`config.mk`:
```
export PLATFORM = sky130hd
export DESIGN_NAME = cla_add_pipe_16b_flat
export DESIGN_NICKNAME = d
export VERILOG_FILES = /design/src/rtl/cla_add_pipe_16b_pkg.sv /design/src/rtl/cla_add_pipe_16b_if.sv /design/src/rtl/cla_add_8b.sv /design/src/rtl/cla_add_pipe_16b.sv /design/src/flat_wrapper.sv
export SDC_FILE = /design/constraint.sdc
export NUM_CORES = 1
export LEC_CHECK = 0
export CAP_MARGIN = 20
export CORE_MARGIN = 2
export CORE_UTILIZATION = 50
export CTS_CLUSTER_DIAMETER = 120
export DETAILED_ROUTE_END_ITERATION = 10
export DONT_BUFFER_PORTS = 1
export PLACE_DENSITY = 0.62
export SLEW_MARGIN = 20
export SYNTH_ARGS = -nofsm -noshare
export SYNTH_HDL_FRONTEND = slang
export SYNTH_HIERARCHICAL = 1
export SYNTH_SLANG_ARGS = --single-unit
```
`constraint.sdc`:
```
create_clock -name clk -period 2.36 [get_ports clk]
set_input_delay 0.236 -clock clk [delete_from_list [all_inputs] [get_ports clk]]
set_output_delay 0.236 -clock clk [all_outputs]
set_load 0.01 [all_outputs]
```
`src/rtl/cla_add_pipe_16b_pkg.sv`:
```
// Shared widths and the 4-bit carry-lookahead cell used by the pipelined adder.
package cla_add_pipe_16b_pkg;

    localparam int ADD_W  = 16;
    localparam int HALF_W = 8;

    typedef struct packed {
        logic [3:0] sum;
        logic       grpP;
        logic       grpG;
    } cla4_t;

    // Carries come from flattened lookahead terms, so no carry ripples inside a cell.
    function automatic cla4_t cla4(input logic [3:0] a, input logic [3:0] b, input logic c0);
        cla4_t      r;
        logic [3:0] p;
        logic [3:0] g;
        logic [3:0] c;
        p    = a ^ b;
        g    = a & b;
        c[0] = c0;
        c[1] = g[0] | (p[0] & c0);
        c[2] = g[1] | (p[1] & g[0]) | (p[1] & p[0] & c0);
        c[3] = g[2] | (p[2] & g[1]) | (p[2] & p[1] & g[0]) | (p[2] & p[1] & p[0] & c0);
        r.sum  = p ^ c;
        r.grpP = &p;
        r.grpG = g[3] | (p[3] & g[2]) | (p[3] & p[2] & g[1]) | (p[3] & p[2] & p[1] & g[0]);
        return r;
    endfunction

endpackage

```
`src/rtl/cla_add_pipe_16b_if.sv`:
```
// Operand/result handshake bundle between operand select, the adder and the result mux.
interface cla_add_pipe_16b_if
    import cla_add_pipe_16b_pkg::*;
#(
    parameter int N = ADD_W
);

    logic         in_valid;
    logic         in_ready;
    logic [N-1:0] a;
    logic [N-1:0] b;
    logic         sub;
    logic         out_valid;
    logic         out_ready;
    logic [N-1:0] sum;
    logic         cout;
    logic         ovf;
    logic         zero;

    modport master (
        output in_valid, a, b, sub, out_ready,
        input  in_ready, out_valid, sum, cout, ovf, zero
    );

    modport slave (
        input  in_valid, a, b, sub, out_ready,
        output in_ready, out_valid, sum, cout, ovf, zero
    );

endinterface

```
`src/rtl/cla_add_8b.sv`:
```
// 8-bit carry-lookahead adder: two 4-bit cells joined through their group P/G terms.
module cla_add_8b
    import cla_add_pipe_16b_pkg::*;
(
    input  logic [7:0] a_i,
    input  logic [7:0] b_i,
    input  logic       c_i,
    output logic [7:0] sum_o,
    output logic       c_o
);

    cla4_t loCell;
    cla4_t hiCell;
    logic  midCarry;

    assign loCell   = cla4(a_i[3:0], b_i[3:0], c_i);
    assign midCarry = loCell.grpG | (loCell.grpP & c_i);
    assign hiCell   = cla4(a_i[7:4], b_i[7:4], midCarry);

    assign sum_o = {hiCell.sum, loCell.sum};
    assign c_o   = hiCell.grpG | (hiCell.grpP & loCell.grpG) | (hiCell.grpP & loCell.grpP & c_i);

endmodule

```
`src/rtl/cla_add_pipe_16b.sv`:
```
// Two-stage add/subtract: stage 1 resolves the low half, stage 2 the high half and flags.
module cla_add_pipe_16b
    import cla_add_pipe_16b_pkg::*;
#(
    parameter int N = ADD_W
)(
    input  logic              clk,
    input  logic              rst_n,
    cla_add_pipe_16b_if.slave bus
);

    localparam int H    = N / 2;
    localparam int SEGS = H / HALF_W;

    logic         en1;
    logic         en2;
    logic [N-1:0] bx;
    logic [SEGS:0] c1Chain;
    logic [SEGS:0] c2Chain;
    logic [H-1:0] loSum_d;
    logic [H-1:0] hiSum_d;
    logic [N-1:0] sum_d;
    logic         ovf_d;
    logic         zero_d;

    logic         v1_q;
    logic [H-1:0] loSum_q;
    logic         cMid_q;
    logic [H-1:0] aHi_q;
    logic [H-1:0] bxHi_q;

    logic         v2_q;
    logic [N-1:0] sum_q;
    logic         cout_q;
    logic         ovf_q;
    logic         zero_q;

    // Subtract is A + ~B + 1, with the +1 entering as the stage-1 carry-in.
    assign bx         = bus.sub ? ~bus.b : bus.b;
    assign c1Chain[0] = bus.sub;
    assign c2Chain[0] = cMid_q;

    for (genvar k = 0; k < SEGS; k++) begin : g_s1
        cla_add_8b u_add (
            .a_i   (bus.a[k*HALF_W +: HALF_W]),
            .b_i   (bx[k*HALF_W +: HALF_W]),
            .c_i   (c1Chain[k]),
            .sum_o (loSum_d[k*HALF_W +: HALF_W]),
            .c_o   (c1Chain[k+1])
        );
    end

    for (genvar k = 0; k < SEGS; k++) begin : g_s2
        cla_add_8b u_add (
            .a_i   (aHi_q[k*HALF_W +: HALF_W]),
            .b_i   (bxHi_q[k*HALF_W +: HALF_W]),
            .c_i   (c2Chain[k]),
            .sum_o (hiSum_d[k*HALF_W +: HALF_W]),
            .c_o   (c2Chain[k+1])
        );
    end

    assign sum_d  = {hiSum_d, loSum_q};
    assign ovf_d  = (aHi_q[H-1] == bxHi_q[H-1]) && (hiSum_d[H-1] != aHi_q[H-1]);
    assign zero_d = ~|sum_d;

    assign en2 = !v2_q || bus.out_ready;
    assign en1 = !v1_q || en2;

    always_ff @(posedge clk or negedge rst_n) begin
        if (!rst_n) begin
            v1_q    <= 1'b0;
            loSum_q <= '0;
            cMid_q  <= 1'b0;
            aHi_q   <= '0;
            bxHi_q  <= '0;
        end else if (en1) begin
            v1_q <= bus.in_valid;
            if (bus.in_valid) begin
                loSum_q <= loSum_d;
                cMid_q  <= c1Chain[SEGS];
                aHi_q   <= bus.a[N-1:H];
                bxHi_q  <= bx[N-1:H];
            end
        end
    end

    always_ff @(posedge clk or negedge rst_n) begin
        if (!rst_n) begin
            v2_q   <= 1'b0;
            sum_q  <= '0;
            cout_q <= 1'b0;
            ovf_q  <= 1'b0;
            zero_q <= 1'b0;
        end else if (en2) begin
            v2_q <= v1_q;
            if (v1_q) begin
                sum_q  <= sum_d;
                cout_q <= c2Chain[SEGS];
                ovf_q  <= ovf_d;
                zero_q <= zero_d;
            end
        end
    end

    // in_ready is the only output with a combinational path (from out_ready).
    assign bus.in_ready  = en1;
    assign bus.out_valid = v2_q;
    assign bus.sum       = sum_q;
    assign bus.cout      = cout_q;
    assign bus.ovf       = ovf_q;
    assign bus.zero      = zero_q;

endmodule
```
`src/flat_wrapper.sv`:
```
// flat-port wrapper written by rule: the top's interface ports become plain ports
module cla_add_pipe_16b_flat import cla_add_pipe_16b_pkg::*;
#(
    parameter int N = ADD_W
)
  (clk, rst_n, bus_in_valid, bus_a, bus_b, bus_sub, bus_out_ready, bus_in_ready, bus_out_valid, bus_sum, bus_cout, bus_ovf, bus_zero);
  cla_add_pipe_16b_if #(.N(N)) bus_i ();
  input  logic clk;
  input  logic rst_n;
  input wire logic [$bits(bus_i.in_valid)-1:0] bus_in_valid;
  input wire logic [$bits(bus_i.a)-1:0] bus_a;
  input wire logic [$bits(bus_i.b)-1:0] bus_b;
  input wire logic [$bits(bus_i.sub)-1:0] bus_sub;
  input wire logic [$bits(bus_i.out_ready)-1:0] bus_out_ready;
  output wire logic [$bits(bus_i.in_ready)-1:0] bus_in_ready;
  output wire logic [$bits(bus_i.out_valid)-1:0] bus_out_valid;
  output wire logic [$bits(bus_i.sum)-1:0] bus_sum;
  output wire logic [$bits(bus_i.cout)-1:0] bus_cout;
  output wire logic [$bits(bus_i.ovf)-1:0] bus_ovf;
  output wire logic [$bits(bus_i.zero)-1:0] bus_zero;
  assign bus_i.in_valid = bus_in_valid;
  assign bus_i.a = bus_a;
  assign bus_i.b = bus_b;
  assign bus_i.sub = bus_sub;
  assign bus_i.out_ready = bus_out_ready;
  assign bus_in_ready = bus_i.in_ready;
  assign bus_out_valid = bus_i.out_valid;
  assign bus_sum = bus_i.sum;
  assign bus_cout = bus_i.cout;
  assign bus_ovf = bus_i.ovf;
  assign bus_zero = bus_i.zero;
  cla_add_pipe_16b #(.N(N)) u_core (.clk(clk), .rst_n(rst_n), .bus(bus_i));
endmodule
```
After elaboration in Yosys (flattened, before gate mapping) --
Index checks and enable logic that the tools add are counted. W data, S select, Z words.
Storage, ports and cells: flip-flop bits (word level) 46, output and inout port bits 21, word-level logic and storage cells 145
Cells by class: equality and inequality tests 2, multiplexer cells 1, bitwise gates (word level) 119, reductions and logical operators 13
Operator list (number):
- $and A1 B1 Y1 | 64
- $or A1 B1 Y1 | 42
- $xor A4 B4 Y4 | 8
- $and A4 B4 Y4 | 4
- $mux W16 | 1
- $not A16 Y16 | 1
- $reduce_and A4 Y1 | 4
- $reduce_or A16 Y1 | 1
- $reduce_and A2 Y1 | 2
- $logic_not A1 Y1 | 3
- $logic_or A1 B1 Y1 | 2
- $eq A1 B1 Y1 | 1
- $logic_and A1 B1 Y1 | 1
- $ne A1 B1 Y1 | 1

Longest topological paths before layout --
Gate-level depths: netlist of the first run.
depth after elaboration 11, depth in mapped cells 9, mapped depth without buffers 8

Cells and area by module --
Netlist of the first run, hierarchy kept.
Modules (own cells, without submodules):
- cla_add_pipe_16b | times used 1, cells an instance 126, area each 2087.0 um^2
- cla_add_8b | times used 2, cells an instance 41, area each 327.8 um^2

Worst setup path before layout of the first run --
No wires, ideal clock.
kind input-to-reg, start input port bus_sub, end register u_core.loSum_q[5], arrival time 2.175 ns, data required time 2.235 ns, setup slack 0.059 ns, stages on the path 9, path through buf_2 buf_6 xor2_1 ha_1 a21oi_2 o2111ai_2 fa_1 xor2_1 mux2_4
On the way: elaborated cells on any way between the ends 19, classes of those cells mux (1); bitwise (17); reduce/logical (1)
RTL lines:
- start, declared | line flat_wrapper.sv:13 | input wire logic [$bits(bus_i.sub)-1:0] bus_sub;
- $mux W16 * | line cla_add_pipe_16b.sv:39 | assign bx = bus.sub ? ~bus.b : bus.b;
- named net u_core.bx[0] | line cla_add_pipe_16b.sv:17 | logic [N-1:0] bx;
- $xor A4 B4 Y4 or $and A4 B4 Y4 (tied branches) | line cla_add_pipe_16b_pkg.sv:19, cla_add_pipe_16b_pkg.sv:20
- $reduce_and A4 Y1 or $and A1 B1 Y1 (tied branches) | line cla_add_pipe_16b_pkg.sv:26, cla_add_pipe_16b_pkg.sv:27
- $and A1 B1 Y1 or $or A1 B1 Y1 (tied branches) | line cla_add_8b.sv:17, cla_add_pipe_16b_pkg.sv:27
- $or A1 B1 Y1 * | line cla_add_8b.sv:17 | assign midCarry = loCell.grpG | (loCell.grpP & c_i);
- $and A1 B1 Y1 * | line cla_add_pipe_16b_pkg.sv:22 | c[1] = g[0] | (p[0] & c0);
- $or A1 B1 Y1 * | line cla_add_pipe_16b_pkg.sv:22
- $xor A4 B4 Y4 * | line cla_add_pipe_16b_pkg.sv:25 | r.sum = p ^ c;
- named net u_core.loSum_d[5] | line cla_add_pipe_16b.sv:20 | logic [H-1:0] loSum_d;
- end signal, assigned | line cla_add_pipe_16b.sv:80 | loSum_q <= loSum_d;
- end, declared | line cla_add_pipe_16b.sv:27 | logic [H-1:0] loSum_q;
Mark *: on every way through the listed nets, which the timed path passes. The rest lies on a longest branch. A chain may end at the register's enable or synchronous reset.

Worst setup path in the final report of the first run --
start register u_core.aHi_q[0], end register u_core.zero_q (netlist: u_core/bus.zero)
On the way: word-level cells in the longest chain between the ends 9, elaborated cells on any way between the ends 29, classes of those cells bitwise (26); reduce/logical (3)
RTL lines:
- start, declared | line cla_add_pipe_16b.sv:29 | logic [H-1:0] aHi_q;
- start signal, assigned | line cla_add_pipe_16b.sv:82 | aHi_q <= bus.a[N-1:H];
- $xor A4 B4 Y4 or $and A4 B4 Y4 (tied branches) | line cla_add_pipe_16b_pkg.sv:19, cla_add_pipe_16b_pkg.sv:20
- $reduce_and A4 Y1 or $and A1 B1 Y1 (tied branches) | line cla_add_pipe_16b_pkg.sv:26, cla_add_pipe_16b_pkg.sv:27
- $and A1 B1 Y1 or $or A1 B1 Y1 (tied branches) | line cla_add_8b.sv:17, cla_add_pipe_16b_pkg.sv:27
- $or A1 B1 Y1 * | line cla_add_8b.sv:17
- $and A1 B1 Y1 * | line cla_add_pipe_16b_pkg.sv:22
- $or A1 B1 Y1 * | line cla_add_pipe_16b_pkg.sv:22
- $xor A4 B4 Y4 * | line cla_add_pipe_16b_pkg.sv:25
- named net u_core.hiSum_d[5] | line cla_add_pipe_16b.sv:21 | logic [H-1:0] hiSum_d;
- $reduce_or A16 Y1 * | line cla_add_pipe_16b.sv:65 | assign zero_d = ~|sum_d;
- $logic_not A1 Y1 * | line cla_add_pipe_16b.sv:65
- end signal, assigned | line cla_add_pipe_16b.sv:101 | zero_q <= zero_d;
- end, declared | line cla_add_pipe_16b.sv:36 | logic zero_q;
Marked as above.

==> results_dict.tcl, run 1 <==
set metrics [dict create \
    outcome "finished, final reports clean" \
    htreeDepth 2 \
    syn2layout_area_growth_pct 5.93 \
    irDropWorstVdd_v 0.000318 \
    num_vias 1508 \
    arrival_ns 2.47 \
    dieArea_sq_mm 0.00609 \
    track_usage_pct 16.6 \
    maxCapViolCount 0 \
    clockBufferDepth 2 \
    period_share_pct 95.2 \
    postRouteAntennaNets 0 \
    die_y_microns 78.1 \
    ys_ff_latch 46 \
    gp_congestion 0.763 \
    cp.required_ns 2.58 \
    crit_buf_inv 0 \
    drt_first_pass_iters 4 \
    maxSlewHeadroom_pct 71.5 \
    end_kind "flip-flop" \
    hold_path.class "in -> reg" \
    postSynthAreaPerCell_sq_um 13.2 \
    ios 58 \
    max_freq_ghz 0.445 \
    power_leakage_nw 1.37 \
    cts_tree "built" \
    drv_slew 0 \
    initial_utilization_pct 52.7 \
    wirelength_microns 4640 \
    syn_nets 265 \
    wire_per_inst_microns 16.4 \
    fin_skew_ns 0.00737 \
    drc 0 \
    grt_start_max_net_pins 47 \
    critical_path_class "reg -> reg" \
    cp_slowest_stage_delay_ns 0.41 \
    finalHoldViolCount 0 \
    ys_warn_count 6 \
    gr-total-overflow 0 \
    initialDrtViolationCount 43 \
    place_hpwl_microns 3620 \
    crit_path_start_kind "flip-flop" \
    nets 269 \
    grt_pass1_vias 1601 \
    cts_sinks 46 \
    root_buffer "clkbuf_8" \
    core.rowCount 26 \
    rsz0062_at_grt "false" \
    syn_area_sq_mm 0.00274 \
    num-fill-cells 435 \
    synth.distinct_cells 31 \
    setup_viol 0 \
    finish.utilization_pct 55.8 \
    coreArea_sq_mm 0.00520 \
    cts_made_buffers 5 \
    crit_family "adder cells" \
    path_max_fanout 3 \
    dp.cells 273 \
    crit_path_cell_trace "ha_1 -> a21oi_2 -> o2111ai_4 -> fa_2 -> xor2_1 -> nor4_1 -> nand4_1 -> mux2i_1" \
    dieWidth_microns 78.1 \
    fin_cells 283 \
    tns_ns 0 \
    power.density_mw_per_mm2 962 \
    antenna_found_initial 0 \
    worst_path_max_delay_cell "dfrtp_1" \
    vias_per_cell 5.33 \
    numPortBuffers 0 \
    syn_inst 208 \
    finalCriticalPeriod_ns 2.25 \
    clk_pin_slew_worst_paths_ns 0.08 \
    post_cts_buffers 0 \
    n_antenna_cell 0 \
    layout-drive-gt1-share_pct 29.1 \
    worst_slew_pin_slew_ns 0.423 \
    holdWs_ns 0.0431 \
    insertion_delay_ns 0.29 \
    seq_area_frac_synth_pct 42.0 \
    grt_pass1_wl_microns 7850 \
]
==> layout by cell type (no fill, tap or decap), drive strengths merged <==
cell	instances
inv	19
dlygate4sd3	1
buf	1
nand4	1
nand3b	1
xnor2	8
o31ai	2
mux2i	1
xor2	20
dfrtp	46
mux2	43
nand2	11
a31oi	2
fa	4
ha	16
nand2b	2
o21bai	4
clkbuf	7
clkinv	1
o21ai	4
nor4	4
nand3	4
o2111ai	2
or2b	2
a21oi	4
o22ai	1
nor2	2
==> stage by stage <==
stage | setup WS, ns | power (mW) | instance area (sq um)
floorplan | 0.0594 | 2.11 | 2740
global placement | 0.161 | 2.25 | 2760
detailed placement | 0.0685 | 2.31 | 2760
CTS | 0.0530 | 2.81 | 2890
global route | 0.0213 | 2.98 | 2910
finish | 0.113 | 2.80 | 2910
==> cells in the mapped netlist, drive strengths merged <==
cell	instances	area [sq um]
nand4	1	6.26
o2111ai	2	30.0
a21oi	4	27.5
dfrtp	46	1150
mux2	43	593
nor2	2	7.51
nand3b	1	20.0
or2b	2	16.3
o21bai	4	30.0
xnor2	8	70.1
fa	4	80.1
ha	16	200
nand3	4	20.0
a31oi	2	12.5
nand2b	2	12.5
o31ai	2	25.0
o22ai	1	6.26
o21ai	4	20.0
nand2	11	65.1
mux2i	1	10.0
inv	19	71.3
buf	5	67.6
nor4	4	25.0
xor2	20	175
==> worst register-to-register path: cells and delay by family (launching register included) <==
family	cells	cell delay [ns]
AND/OR/NAND/NOR	2	0.37
adder cells (fa/ha/maj)	2	0.69
multiplexers	1	0.14
flip-flops	1	0.41
AO/OA/AOI/OAI	2	0.40
XOR/XNOR	1	0.18
==> power by group <==
part	switching (mW)	total, mW	internal (mW)
clock	0.247	0.483	0.236
combinational	0.405	0.967	0.562
sequential	0.290	1.35	1.06
total	0.942	2.80	1.85
==> registers in the layout (all words and copies together), names as in the netlist <==
register              flops
u_core/bxHi_q             8
u_core/bus.sum           16
u_core/aHi_q              8
u_core/bus.cout           1
u_core/v1_q               1
u_core/bus.out_valid      1
u_core/bus.zero           1
u_core/loSum_q            8
u_core/bus.ovf            1
u_core/cMid_q             1
==> final timing paths <==
path,startpoint,to,slack (ns),cells after the start
worst max-delay path,u_core/aHi_q[0],u_core/bus.zero,0.11,8
worst max register to register,u_core/aHi_q[0],u_core/bus.zero,0.11,8
min in group asynchronous,rst_n,u_core/v1_q,0.44,2
worst min-delay path,bus_in_valid,u_core/v1_q,0.04,1
worst min register to register,u_core/aHi_q[1],u_core/aHi_q[1],0.52,1
max in group asynchronous,rst_n,u_core/loSum_q[4],1.72,2
==> logic make-up (layout without fill, tap and decap cells) <==
group | after synthesis | after routing | share of synthesized area (%)
flip-flops | 46 | 46 | 42.0
AO/OA/AOI/OAI | 19 | 19 | 5.52
adder cells (fa/ha/maj) | 20 | 20 | 10.2
buffers and inverters | 24 | 29 | 5.06
multiplexers | 44 | 44 | 22.0
AND/OR/NAND/NOR | 27 | 27 | 6.30
XOR/XNOR | 28 | 28 | 8.94
==> final cells by class <==
| class | instances | area [sq um] | share of cell area, % |
|---|---|---|---|
| Multi-Input combinational cell | 138 | 1470 | 50.5 |
| Sequential cell | 46 | 1150 | 39.6 |
| Tap cell | 70 | 87.6 | 3.01 |
| Clock buffer | 7 | 86.3 | 2.97 |
| Inverter | 19 | 71.3 | 2.45 |
| Timing Repair Buffer | 2 | 37.5 | 1.29 |
| Clock inverter | 1 | 5.00 | 0.172 |
==> metal layers <==
layer | track usage [%] | vias to the layer above | part of all wire, %
met5 | 0 | - | 0
met4 | 5.26 | 0 | 1.3
met3 | 4.37 | 5 | 4.6
met2 | 27.7 | 36 | 50
met1 | 21.2 | 741 | 44
li1 | - | 726 | -
==> repair_timing <==
item | CTS | global route
endpoints found under the setup margin | 0 | 1
hold buffers | 2 | 0
endpoints found under the hold margin | 46 | 0
resized for setup | 0 | 2
Note: power is estimated with default switching activity, not from simulation.
==> inputs of run 2 (changes only) <==
--- a/config.mk
+++ b/config.mk
@@ -5,6 +5,7 @@
 export SDC_FILE = /design/constraint.sdc
 export NUM_CORES = 1
 export LEC_CHECK = 0
+export ABC_AREA = 1
 export CAP_MARGIN = 20
 export CORE_MARGIN = 2
 export CORE_UTILIZATION = 50
==> run 2 against run 1 <==
Effect of this change:
- flip-flop and latch count stayed put
- sequential share of layout area is 0.73 points higher
- clock skew is 0.0027 ns higher
- first-iteration DRC count is 49% higher
- register-to-register slack better by 0.08 ns
- via count is 27% higher
- utilization is 0.32 points lower
- synthesized cell count is 60% higher
==> results_dict.tcl, run 2 <==
set metrics [dict create \
    layout_commonest_cell "nand2_1" \
    finalCriticalPeriod_ns 2.17 \
    placed_cell_area_sq_mm 0.00271 \
    ys_warn_count 6 \
    async_flop_share_pct 100 \
    coreArea_sq_mm 0.00514 \
    grt_start_max_net_pins 47 \
    power_leakage_nw 1.57 \
    layout-drive-gt1-share_pct 7.44 \
    gr-total-overflow 0 \
    path_max_fanout 6 \
    syn2layout_area_growth_pct 6.44 \
    gp_congestion 0.884 \
    worst_slew_pin_slew_ns 0.356 \
    synth_area_leader_cell "dfrtp_1" \
    clockBufferDepth 2 \
    yosysMostFrequentCell "nand2_1" \
    wire_per_inst_microns 12.3 \
    maxCapViolCount 0 \
    dieWidth_microns 77.2 \
    core.rowCount 26 \
    largest_reg_flops 16 \
    critical_path_class "reg -> reg" \
    insertion_delay_ns 0.30 \
    antenna_found_initial 0 \
    die_y_microns 77.2 \
    dieArea_sq_mm 0.00596 \
    maxSlewHeadroom_pct 76.2 \
    fin_skew_ns 0.0101 \
    fin_area_sq_mm 0.00285 \
    syn_area_sq_mm 0.00268 \
    synthTopCellsByArea "dfrtp_1 (43%), nand2_1 (20%), ha_1 (7.5%)" \
    htreeDepth 2 \
    post_cts_buffers 0 \
    postSynthAreaPerCell_sq_um 8.05 \
    synth.distinct_cells 23 \
    wirelength_microns 4980 \
    setup_viol 0 \
    seq_area_frac_synth_pct 43.0 \
    n_antenna_cell 0 \
    power.density_mw_per_mm2 897 \
    initial_utilization_pct 52.1 \
    track_usage_pct 18.2 \
    ys_ff_latch 46 \
    tns_ns 0 \
    drt_first_pass_iters 4 \
    initialDrtViolationCount 64 \
    drv_slew 0 \
    grt_pass1_wl_microns 8610 \
    postRouteAntennaNets 0 \
    cts_made_buffers 5 \
    finalHoldViolCount 0 \
    grt_pass1_vias 1855 \
    synth-edff-count 0 \
    irDropWorstVdd_v 0.000444 \
    cts_sinks 46 \
    end_kind "flip-flop" \
    period_share_pct 92.0 \
    synth_common_cells "nand2_1 (146), dfrtp_1 (46), inv_1 (26)" \
    vias_per_cell 4.72 \
    num_vias 1917 \
    cts_tree "built" \
    place_hpwl_microns 3790 \
    root_buffer "clkbuf_8" \
    arrival_ns 2.41 \
    cp.required_ns 2.60 \
    syn_nets 390 \
    synth_top_area_share_pct 43.0 \
    nets 392 \
    hold_path.class "in -> reg" \
    rsz0062_at_grt "false" \
    ios 58 \
    synth_ff_type "dfrtp_1" \
    numPortBuffers 0 \
    syn_inst 333 \
    outcome "finished, final reports clean" \
    post_cts_resized 0 \
    max_freq_ghz 0.461 \
    clk_pin_slew_worst_paths_ns 0.09 \
    final_cell_mix "nand2_1 (146), dfrtp_1 (46), inv_1 (26), nor2_1 (19), ha_1 (16)" \
    crit_path_start_kind "flip-flop" \
    drc 0 \
]
## run 2: changes by cell type after synthesis, sizes merged, moves of 4 or more
cell,previous run,this run
inv,19,28
nand2,11,154
buf,5,9
nor4,4,0
nor2,2,19
mux2,43,0
xor2,20,13
o21ai,4,11
o21bai,4,0
## run 2: layer usage
metal	global-route usage [%]	vias to the layer above	share of wire (%)
met3	6.00	7	6.2
met5	0	-	0
met4	5.89	0	1.3
met1	25.3	827	53
li1	-	1034	-
met2	26.9	49	39
## run 2: area by class of cell
type / count / area, sq um
fillers: 545 / 2290
flip-flops and latches: 46 / 1150
repair buffers: 4 / 52.6
clock buffers: 7 / 96.3
multi-input cells: 250 / 1350
clock inverters: 1 / 8.76
well taps: 70 / 87.6
inverters: 28 / 105
## run 2: power breakdown
group | internal [mW] | switching [mW]
logic | 0.312 | 0.474
clock network | 0.268 | 0.264
registers | 1.01 | 0.229
total | 1.59 | 0.967
## run 2: metrics by stage
step | power [mW] | hold WS, ns | util, % | worst slack (ns) | instances
3_3_place_gp | 2.01 | -0.0584 | 52.7 | 0.276 | 396
2_1_floorplan | 1.86 | -0.0596 | - | 0.363 | 333
5_1_grt | 2.78 | 0.0425 | 55.5 | 0.0463 | 406
3_5_place_dp | 2.03 | -0.0582 | 52.7 | 0.217 | 396
4_1_cts | 2.60 | 0.0284 | 55.5 | 0.187 | 406
6_report | 2.56 | 0.0460 | 55.5 | 0.189 | 406
## run 2: critical path: stages, from the launching register on
cell	delay, ns
dfrtp_1	0.39
ha_1	0.39
nand2_2	0.10
nor2_1	0.04
nor2_1	0.10
nand3_2	0.12
fa_1	0.39
xor2_1	0.18
nor2_1	0.10
nand2_1	0.05
nor2_1	0.10
nand3_1	0.07
nand2_1	0.06
## run 2: final timing paths
path,slack (ns),from,cells past startpoint,to
worst min-delay path,0.05,bus_a[10],2,u_core/aHi_q[2]
worst max register to register,0.19,u_core/aHi_q[2],12,u_core/bus.zero
min in group asynchronous,0.45,rst_n,2,u_core/aHi_q[2]
max in group asynchronous,1.71,rst_n,2,u_core/bus.sum[13]
worst max-delay path,0.19,u_core/aHi_q[2],12,u_core/bus.zero
worst min register to register,0.50,u_core/bxHi_q[3],2,u_core/bxHi_q[3]
## run 2: kinds of logic (layout without fill, tap and decap cells)
family | Yosys count | count (layout) | synth area share (%)
flops | 46 | 46 | 43.0
simple gates | 184 | 184 | 27.8
compound gates | 23 | 23 | 4.67
xor+xnor | 23 | 23 | 7.52
fa+ha+maj | 20 | 20 | 10.5
buf+inv | 37 | 40 | 6.63
## run 2: what timing repair did
action	CTS	global route
hold buffers	2	0
endpoints found under the hold margin	46	0
setup endpoints to repair	0	0
